===== config.mk =====
export PLATFORM = sky130hd
export DESIGN_NAME = alu_ctrl_dmem
export DESIGN_NICKNAME = d
export VERILOG_FILES = /design/src/rtl/alu_ctrl_pkg.sv /design/src/rtl/alu_ctrl_dmem_data_mem.sv /design/src/rtl/alu_ctrl_dmem.sv
export SDC_FILE = /design/constraint.sdc
export NUM_CORES = 2
export LEC_CHECK = 0
export BUFFER_PORTS_ARGS = -buffer_cell sky130_fd_sc_hd__buf_2
export CAP_MARGIN = 20
export CORE_UTILIZATION = 30
export CTS_BUF_LIST = sky130_fd_sc_hd__clkbuf_4 sky130_fd_sc_hd__clkbuf_8
export DETAILED_ROUTE_END_ITERATION = 10
export GPL_ROUTABILITY_DRIVEN = 0
export GPL_TIMING_DRIVEN = 0
export PLACE_DENSITY = 0.55
export SYNTH_ARGS = -nofsm -noshare
export SYNTH_HDL_FRONTEND = slang
export SYNTH_SLANG_ARGS = --single-unit

===== constraint.sdc =====
create_clock -name clk -period 3.4 [get_ports clk]
set_input_delay 0.34 -clock clk [delete_from_list [all_inputs] [get_ports clk]]
set_output_delay 0.34 -clock clk [all_outputs]
set_load 0.01 [all_outputs]

===== src/rtl/alu_ctrl_pkg.sv =====
// Shared encodings for the decode/execute/memory slice: opcodes, ALU codes, ALUOp, ImmSrc, ResultSrc.
// func_alu_code() maps func3/func7 to an ALU code; the slt entry depends on `ALU_SLT_EN.
package alu_ctrl_pkg;

  localparam logic [6:0] OP_LW  = 7'b0000011;
  localparam logic [6:0] OP_SW  = 7'b0100011;
  localparam logic [6:0] OP_R   = 7'b0110011;
  localparam logic [6:0] OP_I   = 7'b0010011;
  localparam logic [6:0] OP_BEQ = 7'b1100011;

  localparam logic [2:0] ALU_ADD = 3'b000;
  localparam logic [2:0] ALU_SUB = 3'b001;
  localparam logic [2:0] ALU_AND = 3'b010;
  localparam logic [2:0] ALU_OR  = 3'b011;
  localparam logic [2:0] ALU_XOR = 3'b100;
  localparam logic [2:0] ALU_SLT = 3'b101;

  localparam logic [1:0] IMM_I = 2'b00;
  localparam logic [1:0] IMM_S = 2'b01;
  localparam logic [1:0] IMM_B = 2'b10;

  localparam logic [1:0] RES_ALU = 2'b00;
  localparam logic [1:0] RES_MEM = 2'b01;
  localparam logic [1:0] RES_PC4 = 2'b10;

  typedef enum logic [1:0] {
    ALUOP_ADD  = 2'b00,
    ALUOP_SUB  = 2'b01,
    ALUOP_FUNC = 2'b10
  } aluop_e;

  // Only R-type (op_code[5]=1) with func7[5] selects sub; addi never subtracts.
  function automatic logic [2:0] func_alu_code(input logic [2:0] f3, input logic sub_sel);
    logic [2:0] code;
    case (f3)
      3'b000:  code = sub_sel ? ALU_SUB : ALU_ADD;
      3'b100:  code = ALU_XOR;
      3'b110:  code = ALU_OR;
      3'b111:  code = ALU_AND;
`ifdef ALU_SLT_EN
      3'b010:  code = ALU_SLT;
`endif
      default: code = ALU_ADD;
    endcase
    return code;
  endfunction

endpackage


===== src/rtl/alu_ctrl_dmem_data_mem.sv =====
// 256x8 data memory: combinational read, rising-edge write, asynchronous active-low clear.
// A write is visible on rd right after its edge; reset overrides any write in progress.
module alu_ctrl_dmem_data_mem #(
  parameter int DEPTH = 256
) (
  input  logic       clk,
  input  logic       rst,
  input  logic       write_enable,
  input  logic [7:0] address,
  input  logic [7:0] write_data,
  output logic [7:0] rd
);

  logic [7:0] r_mem [DEPTH];

  always_ff @(posedge clk or negedge rst) begin
    if (!rst) begin
      for (int i = 0; i < DEPTH; i++) begin
        r_mem[i] <= 8'h00;
      end
    end else if (write_enable) begin
      r_mem[address] <= write_data;
    end
  end

  assign rd = r_mem[address];

endmodule


===== src/rtl/alu_ctrl_dmem.sv =====
// Decode-stage control decoder, Execute-stage 8-bit ALU and Memory-stage 256x8 data memory.
// Decoder/ALU are zero-latency combinational; `ALU_SLT_EN enables signed slt (func3=010, code 101).
module alu_ctrl_dmem
  import alu_ctrl_pkg::*;
#(
  parameter int DEPTH = 256
) (
  input  logic       clk,
  input  logic       rst,
  input  logic [6:0] op_code,
  input  logic [2:0] func3,
  input  logic [6:0] func7,
  output logic       RegWriteD,
  output logic       MemWriteD,
  output logic       BranchD,
  output logic       ALUSrcD,
  output logic [1:0] ImmSrcD,
  output logic [1:0] ResultSrcD,
  output logic [2:0] ALUControlD,
  input  logic [7:0] src_a,
  input  logic [7:0] src_b,
  input  logic [2:0] ctrl,
  output logic [7:0] result,
  output logic       z,
  input  logic       write_enable,
  input  logic [7:0] address,
  input  logic [7:0] write_data,
  output logic [7:0] rd
);

  aluop_e w_alu_op;
  logic   w_unused;

  assign w_unused = ^{func7[6], func7[4:0]};

  always_comb begin
    RegWriteD  = 1'b0;
    MemWriteD  = 1'b0;
    BranchD    = 1'b0;
    ALUSrcD    = 1'b0;
    ImmSrcD    = IMM_I;
    ResultSrcD = RES_ALU;
    w_alu_op   = ALUOP_ADD;
    case (op_code)
      OP_LW: begin
        RegWriteD  = 1'b1;
        ALUSrcD    = 1'b1;
        ImmSrcD    = IMM_I;
        ResultSrcD = RES_MEM;
      end
      OP_SW: begin
        MemWriteD = 1'b1;
        ALUSrcD   = 1'b1;
        ImmSrcD   = IMM_S;
      end
      OP_R: begin
        RegWriteD = 1'b1;
        w_alu_op  = ALUOP_FUNC;
      end
      OP_I: begin
        RegWriteD = 1'b1;
        ALUSrcD   = 1'b1;
        w_alu_op  = ALUOP_FUNC;
      end
      OP_BEQ: begin
        BranchD  = 1'b1;
        ImmSrcD  = IMM_B;
        w_alu_op = ALUOP_SUB;
      end
      default: ;
    endcase
  end

  always_comb begin
    ALUControlD = ALU_ADD;
    case (w_alu_op)
      ALUOP_SUB:  ALUControlD = ALU_SUB;
      ALUOP_FUNC: ALUControlD = func_alu_code(func3, op_code[5] & func7[5]);
      default:    ALUControlD = ALU_ADD;
    endcase
  end

  always_comb begin
    result = 8'h00;
    case (ctrl)
      ALU_ADD: result = src_a + src_b;
      ALU_SUB: result = src_a - src_b;
      ALU_AND: result = src_a & src_b;
      ALU_OR:  result = src_a | src_b;
      ALU_XOR: result = src_a ^ src_b;
`ifdef ALU_SLT_EN
      ALU_SLT: result = {7'b0, $signed(src_a) < $signed(src_b)};
`endif
      default: result = 8'h00;
    endcase
  end

  assign z = (result == 8'h00);

  alu_ctrl_dmem_data_mem #(
    .DEPTH(DEPTH)
  ) u_data_mem (
    .clk          (clk),
    .rst          (rst),
    .write_enable (write_enable),
    .address      (address),
    .write_data   (write_data),
    .rd           (rd)
  );

endmodule


======== After elaboration in Yosys (flattened, before gate mapping) ========
Cells that the tools add are included.
W data, S select, Z words.
cells by class
  $add $sub $neg .......................... 2
  $mul .................................... 0
  div/mod/pow operators ................... 0
  magnitude comparators ................... 2
  eq/ne operators ......................... 14
  shift-type cells ........................ 0
  mux-type cells .......................... 17
  bitwise operators ....................... 5
  reductions and logical operators ........ 7
operator list
  operator              count
  $bwmux W2048          1
  $bmux W8 S8           1
  $demux W8 S8          1
  $pmux W8 S5           1
  $mux W8               3
  $eq A7 B6 Y1 const B  2
  $eq A3 B3 Y1 const B  4
  $pmux W3 S4           1
  $ge A9 B9 Y1 const B  1
  $lt A9 B1 Y1 const B  1
  $not A8 Y9            1
  $add A8 B8 Y8         1
  $and A8 B8 Y8         1
  $logic_not A8 Y1      1
  $or A8 B8 Y8          1
  $pmux W2 S2           2
  $sub A8 B8 Y8         1
  $xor A8 B8 Y8         1
  $eq A7 B2 Y1 const B  1
  $eq A7 B5 Y1 const B  1
  $eq A7 B7 Y1 const B  1
  $eq A3 B2 Y1 const B  2
  $logic_not A3 Y1      2
  $mux W1               6
  other kinds (8)       9
word-level totals
  bits in registers ....................... 2048
  latch bits .............................. 0
  RAM bits ................................ 0
  bits in read-only memories .............. 0
  input port bits ......................... 55
  output and inout bits ................... 28
  logic and storage cells ................. 303
  memories ................................ 0

======== Logic depth before layout (Yosys ltp) ========
  depth after elaboration ................. 6
  mapped depth ............................ 13
  mapped depth without buffers ............ 12

======== Modules after synthesis ========
From an unflattened synthesis, not the netlist that was laid out.
second synthesis, totals
  cells, all modules ...................... 5991
  area, all modules ....................... 93866.3 um2
modules (own cells, without submodules)
  module                  times used  cells an instance  area an instance (um2)  sequential area each (um2)
  alu_ctrl_dmem_data_mem  1           5832               92711.4                 51249.2
  alu_ctrl_dmem           1           159                1154.9                  0.0

======== Worst setup path before layout ========
Ideal clock, no wire load.
  path kind ............................... input -> output
  from .................................... input port ctrl[2]
  to ...................................... output port z
  arrival ................................. 3.411 ns
  data required time ...................... 3.060 ns
  slack ................................... -0.351 ns
  cell stages on the path ................. 12
  path buffers ............................ 1
  cells stage by stage .................... clkbuf_1 -> or2_2 -> nor2_1 -> mux2i_1 -> fa_1 -> a21o_1 -> a21oi_1 -> o21ai_0 -> mux2_2 -> nand2_1 -> or4_1 -> nor4b_1
on the way
  longest elaborated chain between the ends .. 3
  elaborated cells on any way between the ends .. 7
  classes of those cells .................. 4 x eq/ne; 1 x mux; 2 x reduce/logical
ends and longest elaborated chain
  what                                  RTL line             text
  start, declared                       alu_ctrl_dmem.sv:22  input logic [2:0] ctrl,
  $eq A3 B3 Y1 (tied with other cells)  alu_ctrl_dmem.sv:85  case (ctrl)
  $pmux W8 S5 *                         alu_ctrl_dmem.sv:85
  named net result[6]                   alu_ctrl_dmem.sv:23  output logic [7:0] result,
  $logic_not A8 Y1 *                    alu_ctrl_dmem.sv:98  assign z = (result == 8'h00);
  end, declared                         alu_ctrl_dmem.sv:24  output logic z,
Mark *: on every way through the listed nets, which the timed path passes. The rest lies on a longest branch.

======== Worst setup path after layout ========
  from .................................... register u_data_mem.r_mem[485] (netlist bit)
  to ...................................... output port rd[5]
on the way
  longest elaborated chain between the ends .. 3
ends and longest elaborated chain
  what                                        RTL line                      text
  start, declared                             alu_ctrl_dmem_data_mem.sv:14  logic [7:0] r_mem [DEPTH];
  start signal, assigned by index             alu_ctrl_dmem_data_mem.sv:22  r_mem[address] <= write_data;
  $bmux W8 S8                                 alu_ctrl_dmem_data_mem.sv:26  assign rd = r_mem[address];
  $mux W8 (not written as such) (2 in a row)  alu_ctrl_dmem_data_mem.sv:26
  end, declared                               alu_ctrl_dmem.sv:28           output logic [7:0] rd
Every way passes these cells. The select of a mux whose other input is x is not followed.

==> run metrics <==
Worst path top cell family by delay multiplexers; Synth Flop Type dfrtp_1; Worst Reg-to-Reg Cells 2; average routed wire per standard cell 40.6 um; I/O Buffers 62; CP Class flip-flop to primary output; failing checks hold timing, setup timing; vias in the first global route 66121; P_leak 0.0530 uW; Die Y-Extent 564 um; CP startpoint kind flip-flop; synthesis-to-layout area growth 20.5%; sequential area share after synthesis 54.1%; IO Pins 83; total CTS buffers approximately 370; path length in cells of the critical path 7; CTS tree yes; Int Power 41800 uW; Synth Register Bits 2048; Fillers 29686; ANT nets after route 0; worst skew pair latency 1170 ps; final net count between 6000 and 7000; slowest cell on the critical path or4_4; hold_buf cts 13; synthesized area 94700 sq um; largest reg by FF count u_data_mem.r_mem; Mean Syn Cell Area 15.4 sq um; Die ar. 318000 sq um; initial antenna violation count 45; Slew @ Worst Pin 1220 ps; Logic pwr share 12.0%; Post-synth ARST share 100%; Critical Path AT 4440 ps; Top Registers u_data_mem.r_mem x2048; crit-path max cell delay 660 ps; share of cells above drive strength 1 ~56%; synth top area cells dfrtp_1 (54%), mux2_2 (25%), mux4_2 (12%), clkbuf_1 (1.3%), mux2i_1 (1.2%); pre-CTS setup slack -3610 ps; syn nets 6217; Final Critical Period 4780 ps; sequential share of power 45.4%; worst vdd rail ir drop 0.473 mV; kind of end point of the critical path primary output; P_sw 15800 uW; outcome finished, violations left; TritonCTS sink count 2048; RSZ-0062 raised after global routing yes; period utilization 141%; area share of the largest cell type after synthesis 54.1%; CTS clk-pin slew, worst paths 60 ps; Initial Util 30.3%; Synth cell types 69; Yosys Warn Count 0; max-slew violations 0; Rows 205; First DRT Iteration DRCs 8619; Max-slew headroom 16.0%; flip-flop count of the largest register after layout about 2000; total track usage approximately 28%; number of synthesized flops with an enable pin 0; final setup violation count between 300 and 400; Bufs on Longest Clock Path 4; Post-DP HPWL 316000 um; Worst Hold Class input port to async pin; vias 66605; max-capacitance violation count 0; Root Driver clkbuf_8; dpl cells 10428; Worst EP required ~3100 ps; worst hold margin -289 ps; clock power share 42.7%; grt total ovfl 0; critical-path maximum fanout 2; global-route wire length before repair between 600000 and 700000 um; Synth area leader dfrtp_1; CP bufs+invs 1; Final Hold Vio Count approximately 160; Max Clock Skew 0 ps; final std cells w/o fill around 11000; commonest cells in the netlist mux2_2 (2068), dfrtp_1 (2048), mux4_2 (506); Core ar. approximately 310000 sq um; critical-path cell list mux4_2 -> mux2i_1 -> o21ai_2 -> a2111oi_4 -> o31ai_4 -> or4_4 -> buf_6; DRC 0; Finished Cell Area approximately 110000 sq um; switching share of power 27.4%; deepest level of the CTS H-tree 5; final worst slack -1380 ps; Synth Instances between 6000 and 7000; chip width between 500 and 600 um; Vias/cell about 5.9; Power Dens Cells 505 nW/um^2; drt total wl 457000 um; top-count cell post-synth mux2_2; Post-DP Area 102000 sq um; DRT Pass-1 Iters 10; pin count of the biggest net entering global routing 177; fmax 209 MHz
metrics by stage:
stage                     TNS [ps]  total power (uW)  utilization (%)
after floorplan              -24.6             29200                -
after global placement           -             32300             32.0
after detailed placement  -2271600             32500             32.6
after CTS                  -120560             57200             36.0
after global routing         -7320             58900             36.4
final                       -44930             57600             36.5
power by group through the flow:
stage,sequential (uW),clock [uW],combinational (uW)
after floorplan,26300,0,2840
after global placement,26500,0,5700
after detailed placement,26500,0,6010
after CTS,26100,24600,6460
after global routing,26200,25700,6940
final,26100,24600,6890
path summary, 6_finish.rpt:
kind	slack [ps]	to	from
setup / recovery	-1380	rd[5]	u_data_mem.r_mem[485]
hold / removal	-290	u_data_mem.r_mem[1305]	rst
setup reg to reg	2520	u_data_mem.r_mem[869]	u_data_mem.r_mem[869]
hold reg to reg	500	u_data_mem.r_mem[238]	u_data_mem.r_mem[238]
max in group asynchronous	600	u_data_mem.r_mem[1903]	rst
min in group clk	80	u_data_mem.r_mem[2033]	write_data[1]
placed cells by master, fill, tap and decap left out, types with 10 or more instances in the layout:
| master | synthesis | routed |
|---|---|---|
| mux2i_1 | 115 | 93 |
| clkbuf_2 | 0 | 47 |
| clkinv_2 | 0 | 18 |
| dfrtp_1 | 2048 | 2048 |
| nor2_1 | 141 | 125 |
| clkbuf_1 | 329 | 243 |
| buf_6 | 18 | 44 |
| inv_1 | 26 | 25 |
| clkbuf_8 | 0 | 487 |
| nand3_1 | 49 | 43 |
| buf_16 | 0 | 77 |
| o21ai_0 | 21 | 13 |
| and3_1 | 10 | 10 |
| o22ai_1 | 12 | 11 |
| buf_2 | 70 | 81 |
| nand4_1 | 14 | 14 |
| nand2b_1 | 13 | 13 |
| nor2b_1 | 18 | 16 |
| mux2i_4 | 0 | 13 |
| a21oi_1 | 47 | 42 |
| nor3_1 | 18 | 16 |
| a22oi_2 | 1 | 23 |
| clkbuf_4 | 0 | 130 |
| a31oi_1 | 15 | 12 |
| buf_4 | 34 | 153 |
| a22oi_1 | 100 | 78 |
| buf_12 | 0 | 74 |
| ha_1 | 26 | 26 |
| nand2_1 | 155 | 154 |
| mux2_2 | 2068 | 2066 |
| mux4_2 | 506 | 506 |
| diode_2 | 0 | 36 |
| nor2_2 | 105 | 119 |
| buf_8 | 0 | 17 |
what timing repair did:
action	CTS	global route
setup endpoints to repair	734	470
hold endpoints to repair	404	155
gates cloned	1	5
pin swaps	29	29
gates resized for setup	509	99
buffers inserted	70	79
routing by layer:
layer  part of all wire (%)  global-route usage [%]  up-vias  wire length [um]
met2                     41                    39.1     4685            187000
met4                    9.4                    22.8       28             42900
li1                       -                       -    24416                 -
met3                     13                    12.5     1508             58100
met5                   0.14                   0.908        -               630
met1                     37                    34.2    35968            168000
cell type report:
type | count | area [sq um] | area share, %
buffer | 466 | 3830 | 3.36
multi-input combinational | 3590 | 42200 | 37.0
inverter | 28 | 116 | 0.102
sequential | 2048 | 51200 | 44.9
timing repair buffer | 325 | 3880 | 3.40
tap | 4140 | 5180 | 4.54
antenna | 36 | 90.1 | 0.0790
clock inverter | 28 | 194 | 0.170
clock buffer | 589 | 7390 | 6.47
worst min-delay path, stage by stage:
cell    delay, ps
buf_12         80
buf_16        100
buf_16        100
buf_16        120
buf_16        530
cells by family (layout without fill, tap and decap cells):
group | count (synthesis) | in the layout | synth area share [%]
muxes | 2689 | 2689 | 37.8
adders and majority gates | 27 | 27 | 0.365
DFF | 2048 | 2048 | 54.1
and+or+nand+nor | 580 | 580 | 3.08
other | 1 | 37 | 0.00396
xor gates and xnor gates | 9 | 9 | 0.0833
AOI/OAI and AO/OA | 284 | 284 | 2.15
buffers and inverters | 497 | 1436 | 2.34
No activity file was read; power rests on OpenSTA's default activity.
